===== src/rtl/phase_scheduler_if.sv =====
// phase_scheduler_if
// Groups the intersection sensor inputs and the light/walk outputs of the
// phase scheduler into one bundle. Signal suffixes are named from the
// scheduler's point of view.
//   s1_i    NB 4th Ave vehicle sensor (level)
//   s2_i    EB Harrison vehicle sensor (level)
//   s3_i    WB Harrison vehicle sensor (level)
//   p_i     pedestrian push button (any-width pulse)
//   l1_o    NB light    (00 flash, 01 green, 10 yellow, 11 red)
//   l2_o    EB light
//   l3_o    WB light (mirrors l2_o)
//   w_o     walk indication
//   phase_o served phase (00 NB, 01 EW, 10 PED)
// master: drives the sensors and button (intersection / testbench side)
// slave : the scheduler itself
interface phase_scheduler_if;
  logic       s1_i;
  logic       s2_i;
  logic       s3_i;
  logic       p_i;
  logic [1:0] l1_o;
  logic [1:0] l2_o;
  logic [1:0] l3_o;
  logic       w_o;
  logic [1:0] phase_o;

  modport master (
    output s1_i, s2_i, s3_i, p_i,
    input  l1_o, l2_o, l3_o, w_o, phase_o
  );

  modport slave (
    input  s1_i, s2_i, s3_i, p_i,
    output l1_o, l2_o, l3_o, w_o, phase_o
  );
endinterface


===== src/rtl/phase_scheduler.sv =====
// phase_scheduler
// Three-phase (NB, EW, PED) actuated traffic light scheduler. One clock
// cycle is one second. All outputs are registered and change together with
// the state register.
// Ports:
//   clk_i  single clock, all logic on posedge
//   rst_i  synchronous active-high reset
//   bus    phase_scheduler_if.slave: sensors/button in, lights/walk/phase out
//
// state     | meaning
// ----------+-----------------------------------------------------------
// ST_FLASH  | reset state, all lights 00; lasts one cycle after reset
// ST_CLEAR  | all-red clearance for ALL_RED cycles, then serve next_q
// ST_GREEN  | served vehicle phase green; g_q counts elapsed cycles
// ST_YELLOW | served vehicle phase yellow for YELLOW cycles
// ST_WALK   | all red, walk lit for WALK cycles
module phase_scheduler #(
  parameter int unsigned MIN_GREEN = 10,
  parameter int unsigned MAX_GREEN = 44,
  parameter int unsigned YELLOW    = 3,
  parameter int unsigned ALL_RED   = 1,
  parameter int unsigned WALK      = 7
) (
  input logic              clk_i,
  input logic              rst_i,
  phase_scheduler_if.slave bus
);

  typedef enum logic [2:0] {
    ST_FLASH,
    ST_CLEAR,
    ST_GREEN,
    ST_YELLOW,
    ST_WALK
  } state_t;

  localparam logic [1:0] LT_FLASH  = 2'b00;
  localparam logic [1:0] LT_GREEN  = 2'b01;
  localparam logic [1:0] LT_YELLOW = 2'b10;
  localparam logic [1:0] LT_RED    = 2'b11;

  localparam logic [1:0] PH_NB  = 2'b00;
  localparam logic [1:0] PH_EW  = 2'b01;
  localparam logic [1:0] PH_PED = 2'b10;

  localparam logic [7:0] MIN_G = 8'(MIN_GREEN);
  localparam logic [7:0] MAX_G = 8'(MAX_GREEN);
  localparam logic [7:0] YEL_C = 8'(YELLOW);
  localparam logic [7:0] AR_C  = 8'(ALL_RED);
  localparam logic [7:0] WLK_C = 8'(WALK);

  state_t     state_q;
  logic [7:0] cnt_q;
  logic [7:0] g_q;
  logic [1:0] phase_q;
  logic [1:0] next_q;
  logic [1:0] l1_q;
  logic [1:0] l2_q;
  logic       w_q;
  logic       ped_q;

  logic       d_nb, d_ew, d_ped;
  logic       own_dem, comp_dem;
  logic       green_exit;
  logic [1:0] next_green_d;
  logic [1:0] next_walk_d;
  logic       ped_d;

  always_comb begin
    d_nb  = bus.s1_i;
    d_ew  = bus.s2_i | bus.s3_i;
    d_ped = ped_q;

    own_dem      = d_nb;
    comp_dem     = d_ew | d_ped;
    next_green_d = d_ew ? PH_EW : (d_ped ? PH_PED : PH_NB);
    if (phase_q == PH_EW) begin
      own_dem      = d_ew;
      comp_dem     = d_nb | d_ped;
      next_green_d = d_ped ? PH_PED : (d_nb ? PH_NB : PH_EW);
    end

    green_exit = (g_q >= MIN_G) && comp_dem && (!own_dem || (g_q == MAX_G));

    // After a walk the NB approach is the rest phase.
    next_walk_d = (!d_nb && d_ew) ? PH_EW : PH_NB;

    // The first walk cycle clears the request and masks a press in that cycle.
    if ((state_q == ST_WALK) && (cnt_q == WLK_C)) begin
      ped_d = 1'b0;
    end else begin
      ped_d = ped_q | bus.p_i;
    end
  end

  always_ff @(posedge clk_i) begin
    if (rst_i) begin
      state_q <= ST_FLASH;
      cnt_q   <= '0;
      g_q     <= '0;
      phase_q <= PH_NB;
      next_q  <= PH_NB;
      l1_q    <= LT_FLASH;
      l2_q    <= LT_FLASH;
      w_q     <= 1'b0;
      ped_q   <= 1'b0;
    end else begin
      ped_q <= ped_d;
      case (state_q)
        ST_FLASH: begin
          state_q <= ST_CLEAR;
          cnt_q   <= AR_C;
          next_q  <= PH_NB;
          l1_q    <= LT_RED;
          l2_q    <= LT_RED;
          w_q     <= 1'b0;
        end
        ST_CLEAR: begin
          if (cnt_q == 8'd1) begin
            if (next_q == PH_PED) begin
              state_q <= ST_WALK;
              cnt_q   <= WLK_C;
              phase_q <= PH_PED;
              w_q     <= 1'b1;
            end else begin
              state_q <= ST_GREEN;
              g_q     <= 8'd1;
              phase_q <= next_q;
              if (next_q == PH_NB) l1_q <= LT_GREEN;
              else                 l2_q <= LT_GREEN;
            end
          end else begin
            cnt_q <= cnt_q - 8'd1;
          end
        end
        ST_GREEN: begin
          if (green_exit) begin
            state_q <= ST_YELLOW;
            cnt_q   <= YEL_C;
            next_q  <= next_green_d;
            if (phase_q == PH_NB) l1_q <= LT_YELLOW;
            else                  l2_q <= LT_YELLOW;
          end else if (g_q != MAX_G) begin
            g_q <= g_q + 8'd1;
          end
        end
        ST_YELLOW: begin
          if (cnt_q == 8'd1) begin
            state_q <= ST_CLEAR;
            cnt_q   <= AR_C;
            l1_q    <= LT_RED;
            l2_q    <= LT_RED;
          end else begin
            cnt_q <= cnt_q - 8'd1;
          end
        end
        ST_WALK: begin
          if (cnt_q == 8'd1) begin
            state_q <= ST_CLEAR;
            cnt_q   <= AR_C;
            w_q     <= 1'b0;
            next_q  <= next_walk_d;
          end else begin
            cnt_q <= cnt_q - 8'd1;
          end
        end
        default: begin
          state_q <= ST_FLASH;
          l1_q    <= LT_FLASH;
          l2_q    <= LT_FLASH;
          w_q     <= 1'b0;
        end
      endcase
    end
  end

  assign bus.l1_o    = l1_q;
  assign bus.l2_o    = l2_q;
  assign bus.l3_o    = l2_q;
  assign bus.w_o     = w_q;
  assign bus.phase_o = phase_q;

endmodule


===== src/flat_wrapper.sv =====
// flat-port wrapper written by rule: the top's interface ports become plain ports
module phase_scheduler_flat 
#(
  parameter int unsigned MIN_GREEN = 10,
  parameter int unsigned MAX_GREEN = 44,
  parameter int unsigned YELLOW    = 3,
  parameter int unsigned ALL_RED   = 1,
  parameter int unsigned WALK      = 7
)
  (clk_i, rst_i, bus_s1_i, bus_s2_i, bus_s3_i, bus_p_i, bus_l1_o, bus_l2_o, bus_l3_o, bus_w_o, bus_phase_o);
  phase_scheduler_if bus_i ();
  input logic clk_i;
  input logic rst_i;
  input wire logic [$bits(bus_i.s1_i)-1:0] bus_s1_i;
  input wire logic [$bits(bus_i.s2_i)-1:0] bus_s2_i;
  input wire logic [$bits(bus_i.s3_i)-1:0] bus_s3_i;
  input wire logic [$bits(bus_i.p_i)-1:0] bus_p_i;
  output wire logic [$bits(bus_i.l1_o)-1:0] bus_l1_o;
  output wire logic [$bits(bus_i.l2_o)-1:0] bus_l2_o;
  output wire logic [$bits(bus_i.l3_o)-1:0] bus_l3_o;
  output wire logic [$bits(bus_i.w_o)-1:0] bus_w_o;
  output wire logic [$bits(bus_i.phase_o)-1:0] bus_phase_o;
  assign bus_i.s1_i = bus_s1_i;
  assign bus_i.s2_i = bus_s2_i;
  assign bus_i.s3_i = bus_s3_i;
  assign bus_i.p_i = bus_p_i;
  assign bus_l1_o = bus_i.l1_o;
  assign bus_l2_o = bus_i.l2_o;
  assign bus_l3_o = bus_i.l3_o;
  assign bus_w_o = bus_i.w_o;
  assign bus_phase_o = bus_i.phase_o;
  phase_scheduler #(.MIN_GREEN(MIN_GREEN), .MAX_GREEN(MAX_GREEN), .YELLOW(YELLOW), .ALL_RED(ALL_RED), .WALK(WALK)) u_core (.clk_i(clk_i), .rst_i(rst_i), .bus(bus_i));
endmodule

===== config.mk =====
export PLATFORM = sky130hd
export DESIGN_NAME = phase_scheduler_flat
export DESIGN_NICKNAME = d
export VERILOG_FILES = /design/src/rtl/phase_scheduler_if.sv /design/src/rtl/phase_scheduler.sv /design/src/flat_wrapper.sv
export SDC_FILE = /design/constraint.sdc
export NUM_CORES = 1
export LEC_CHECK = 0
export ABC_AREA = 1
export BUFFER_PORTS_ARGS = -buffer_cell sky130_fd_sc_hd__buf_2
export CAP_MARGIN = 0
export CELL_PAD_IN_SITES_DETAIL_PLACEMENT = 1
export CELL_PAD_IN_SITES_GLOBAL_PLACEMENT = 1
export CORE_MARGIN = 4
export CORE_UTILIZATION = 43
export CTS_CLUSTER_SIZE = 10
export DETAILED_ROUTE_END_ITERATION = 16
export PLACE_DENSITY_LB_ADDON = 0.1
export REMOVE_ABC_BUFFERS = 1
export SLEW_MARGIN = 10
export SYNTH_ARGS = -nofsm -noshare
export SYNTH_HDL_FRONTEND = slang
export SYNTH_SLANG_ARGS = --single-unit

===== constraint.sdc =====
create_clock -name clk_i -period 1.92 [get_ports clk_i]
set_input_delay 0.288 -clock clk_i [delete_from_list [all_inputs] [get_ports clk_i]]
set_output_delay 0.288 -clock clk_i [all_outputs]
set_load 0.02 [all_outputs]

==> summary.txt <==
Routing
  – Number of remaining DRC errors: 0
  – DR iter-0 viols: 105
  – Total Wirelength: 5380 um
  – Remaining antenna violation count after routing: 0
  – WL per Instance: 14.4 um
  – Drt first pass iters: 4
  – Vias: 1983
  – Vias/cell: 5.30

Synth
  – Cells after synthesis: 298
  – Number of synthesized register bits: 29
  – Compound-Gate Fraction of Synth Area: 13.9%
  – Largest family of logic cells by synthesized area: simple AND/OR/NAND/NOR gates
  – Sequential area share after synthesis: 29.1%
  – Syn_area_per_cell: 6.70 um^2
  – Post-Syn Area: 2000 um^2
  – Yosys warning count: 0
  – Post-synthesis xor/xnor area fraction: 3.51%
  – Synth Area in Simple Gates: 39.1%
  – Post-synth cell types: 35
  – Adder-Cell Fraction of Synth Area: 3.76%
  – Multiplexer share of the synthesized area: 0%

Power
  – Leakage: 0.999 nW
  – Max IR drop VDD: 0.613 mV
  – Pwr dens: 1630 nW/um^2

Global routing
  – GR Util All Layers: 19.2%
  – Pin count of the biggest net entering global routing: 22
  – First-pass GRT wire length: 9270 um
  – Vias in the first global route: 1984
  – Initial antenna violation count: 0
  – Grt ovf: 0

Die
  – Initial core utilization: 45.2%
  – Die W: 76.1 um
  – Core area: 4410 um^2
  – Die Ht: 76.1 um
  – Full die area: 5800 um^2
  – Row cnt: 24
  – I/O pins: 15

Final layout
  – Antenna Cells: 0
  – FILL cells: 611
  – # nets final: 333
  – Commonest non-fill, non-tap cell in the layout: nand2_1
  – Design area: 2260 um^2
  – Synth-to-layout area growth: 13.3%
  – Layout Cells excl Fill: 374
  – Layout cells sized above 1: 20.8%
  – Commonest cells after routing, fill and taps aside: nand2_1, nor2_1, inv_1, dfxtp_1, a21oi_1

Clocking
  – H-tree depth: 2
  – Worst-skew pair later-pin latency: 0.28 ns
  – CTS clk-pin slew, worst paths: 0.07 ns
  – TritonCTS clock tree: yes
  – Num CTS Buffers: 5
  – Root buf cell: clkbuf_8
  – Sink Count: 29
  – Clock Tree Buf Depth: 2

Critical path
  – Cell Chain, Critical Path: inv_1 -> ha_1 -> inv_1 -> nor2_1 -> nand2_2 -> nand2_2 -> nand3_2 -> nand2_4 -> buf_4 -> nand2_2 -> o21ai_1 -> nor2_1
  – CP dominant cell by count: nand2_2
  – CP max FO: 9
  – Crit path max-delay family: simple AND/OR/NAND/NOR gates
  – Crit path arrival time: 1.90 ns
  – Endpoint class of the critical path: flop
  – Max incr delay on CP: 0.33 ns
  – Startpoint type of the worst setup path: flop
  – CP Buf/Inv Count: 3
  – Critical path type: reg2reg
  – CP Data Required Time: 2.10 ns
  – Slowest cell on crit path: dfxtp_1

Timing
  – Slew Viols, Final: 0
  – Final hold vios: 0
  – Max frequency: 579 MHz
  – Relative slew slack: 66.0%
  – Fin crit share: 89.9%
  – Tmin final: 1.73 ns
  – Clock skew: 0.00543 ns
  – Final Setup Violations: 0
  – Setup_tns: 0 ns
  – Hold_ws: 0.296 ns
  – Worst Tran Pin Value: 0.505 ns

Hold path
  – Worst min path class: in2reg

Place
  – Dpl hpwl: 4000 um
  – Gp weighted congestion: 0.841
  – Port Buffer Count: 14
  – Placed cells: 362
  – Placement Cell Area: 2120 um^2

Run status
  – Outcome: finished, final reports clean

Job
  – Maxcap violations: 0
[registers in the layout, indices dropped and copies added, names as in the netlist, 2 cells and up]
name                cells
u_core.next_q           2
u_core.state_q          3
u_core.bus.phase_o      2
u_core.bus.l2_o         2
u_core.bus.l1_o         2
u_core.cnt_q            8
u_core.g_q              8
[routing by layer]
metal | GRT usage [%] | up-vias | wire [um]
li1 | - | 1012 | -
met1 | 24.3 | 929 | 2570
met2 | 31.7 | 30 | 2510
met3 | 4.49 | 12 | 180
met4 | 6.64 | 0 | 130
met5 | 0 | - | 0
[kinds of logic after synthesis]
group / after synthesis
xor gates and xnor gates: 8
AOI/OAI and AO/OA: 50
adders and majority gates: 6
buffers and inverters: 45
DFF: 29
and+or+nand+nor: 160
[worst register-to-register path, cell delays in order, from the launching register on]
cell and delay [ns]:
dfxtp_1 0.33, inv_1 0.14, ha_1 0.17, inv_1 0.05, nor2_1 0.12, nand2_2 0.10, nand2_2 0.08, nand3_2 0.12
nand2_4 0.15, buf_4 0.14, nand2_2 0.04, o21ai_1 0.15, nor2_1 0.05
[final timing paths]
| path | from | slack (ns) | endpoint | depth (start not counted) |
|---|---|---|---|---|
| setup reg to reg | u_core.g_q[0] | 0.19 | u_core.next_q[0] | 12 |
| hold reg to reg | u_core.bus.w_o | 0.46 | u_core.bus.w_o | 2 |
| setup / recovery | u_core.g_q[0] | 0.19 | u_core.next_q[0] | 12 |
| hold / removal | bus_p_i | 0.30 | u_core.d_ped | 3 |
[through the flow]
stage / util [%] / total power [mW] / setup WS [ns]
finish: 51.2 / 3.69 / 0.193
global route: 51.2 / 4.04 / -0.000800
CTS: 50.3 / 3.66 / 0.0791
detailed placement: 48.0 / 3.05 / 0.0971
global placement: 48.0 / 3.00 / 0.197
floorplan: - / 2.49 / 0.328
[what timing repair did]
item	4_1_cts	5_1_grt
resized for setup	0	3
setup endpoints to repair	0	8
hold buffers	0	0
buffers inserted	0	4
[synthesized netlist by cell type (all sizes together)]
library cell	instances	share of area, %
a31oi	1	0.63
xor2	5	2.2
nor4	1	0.31
nand4	10	3.1
nand2	74	16
o31ai	1	0.38
a22oi	1	0.38
clkbuf	2	0.38
nor2	42	9.7
or2	2	0.63
o2111ai	1	0.44
ha	6	3.8
o21ai	16	4.2
a21oi	30	7.9
dfxtp	29	29
buf	8	3.3
xnor2	3	1.3
nor3	2	1.1
inv	35	7.0
nand3	29	8.7
[final cells by class]
class	instances	area [um^2]	area share, %
inverters	35	139	6.14
multi-input cells	224	1210	53.7
clock inverters	1	5.00	0.221
well taps	52	65.1	2.88
repair buffers	26	160	7.08
clock buffers	7	96.3	4.26
flip-flops and latches	29	581	25.7
[power breakdown]
part / internal (mW) / switching, mW / total (mW)
clock network: 0.324 / 0.247 / 0.571
logic: 0.763 / 1.38 / 2.15
registers: 0.774 / 0.196 / 0.970
total: 1.86 / 1.83 / 3.69
Power figures use the tool's default switching activity.
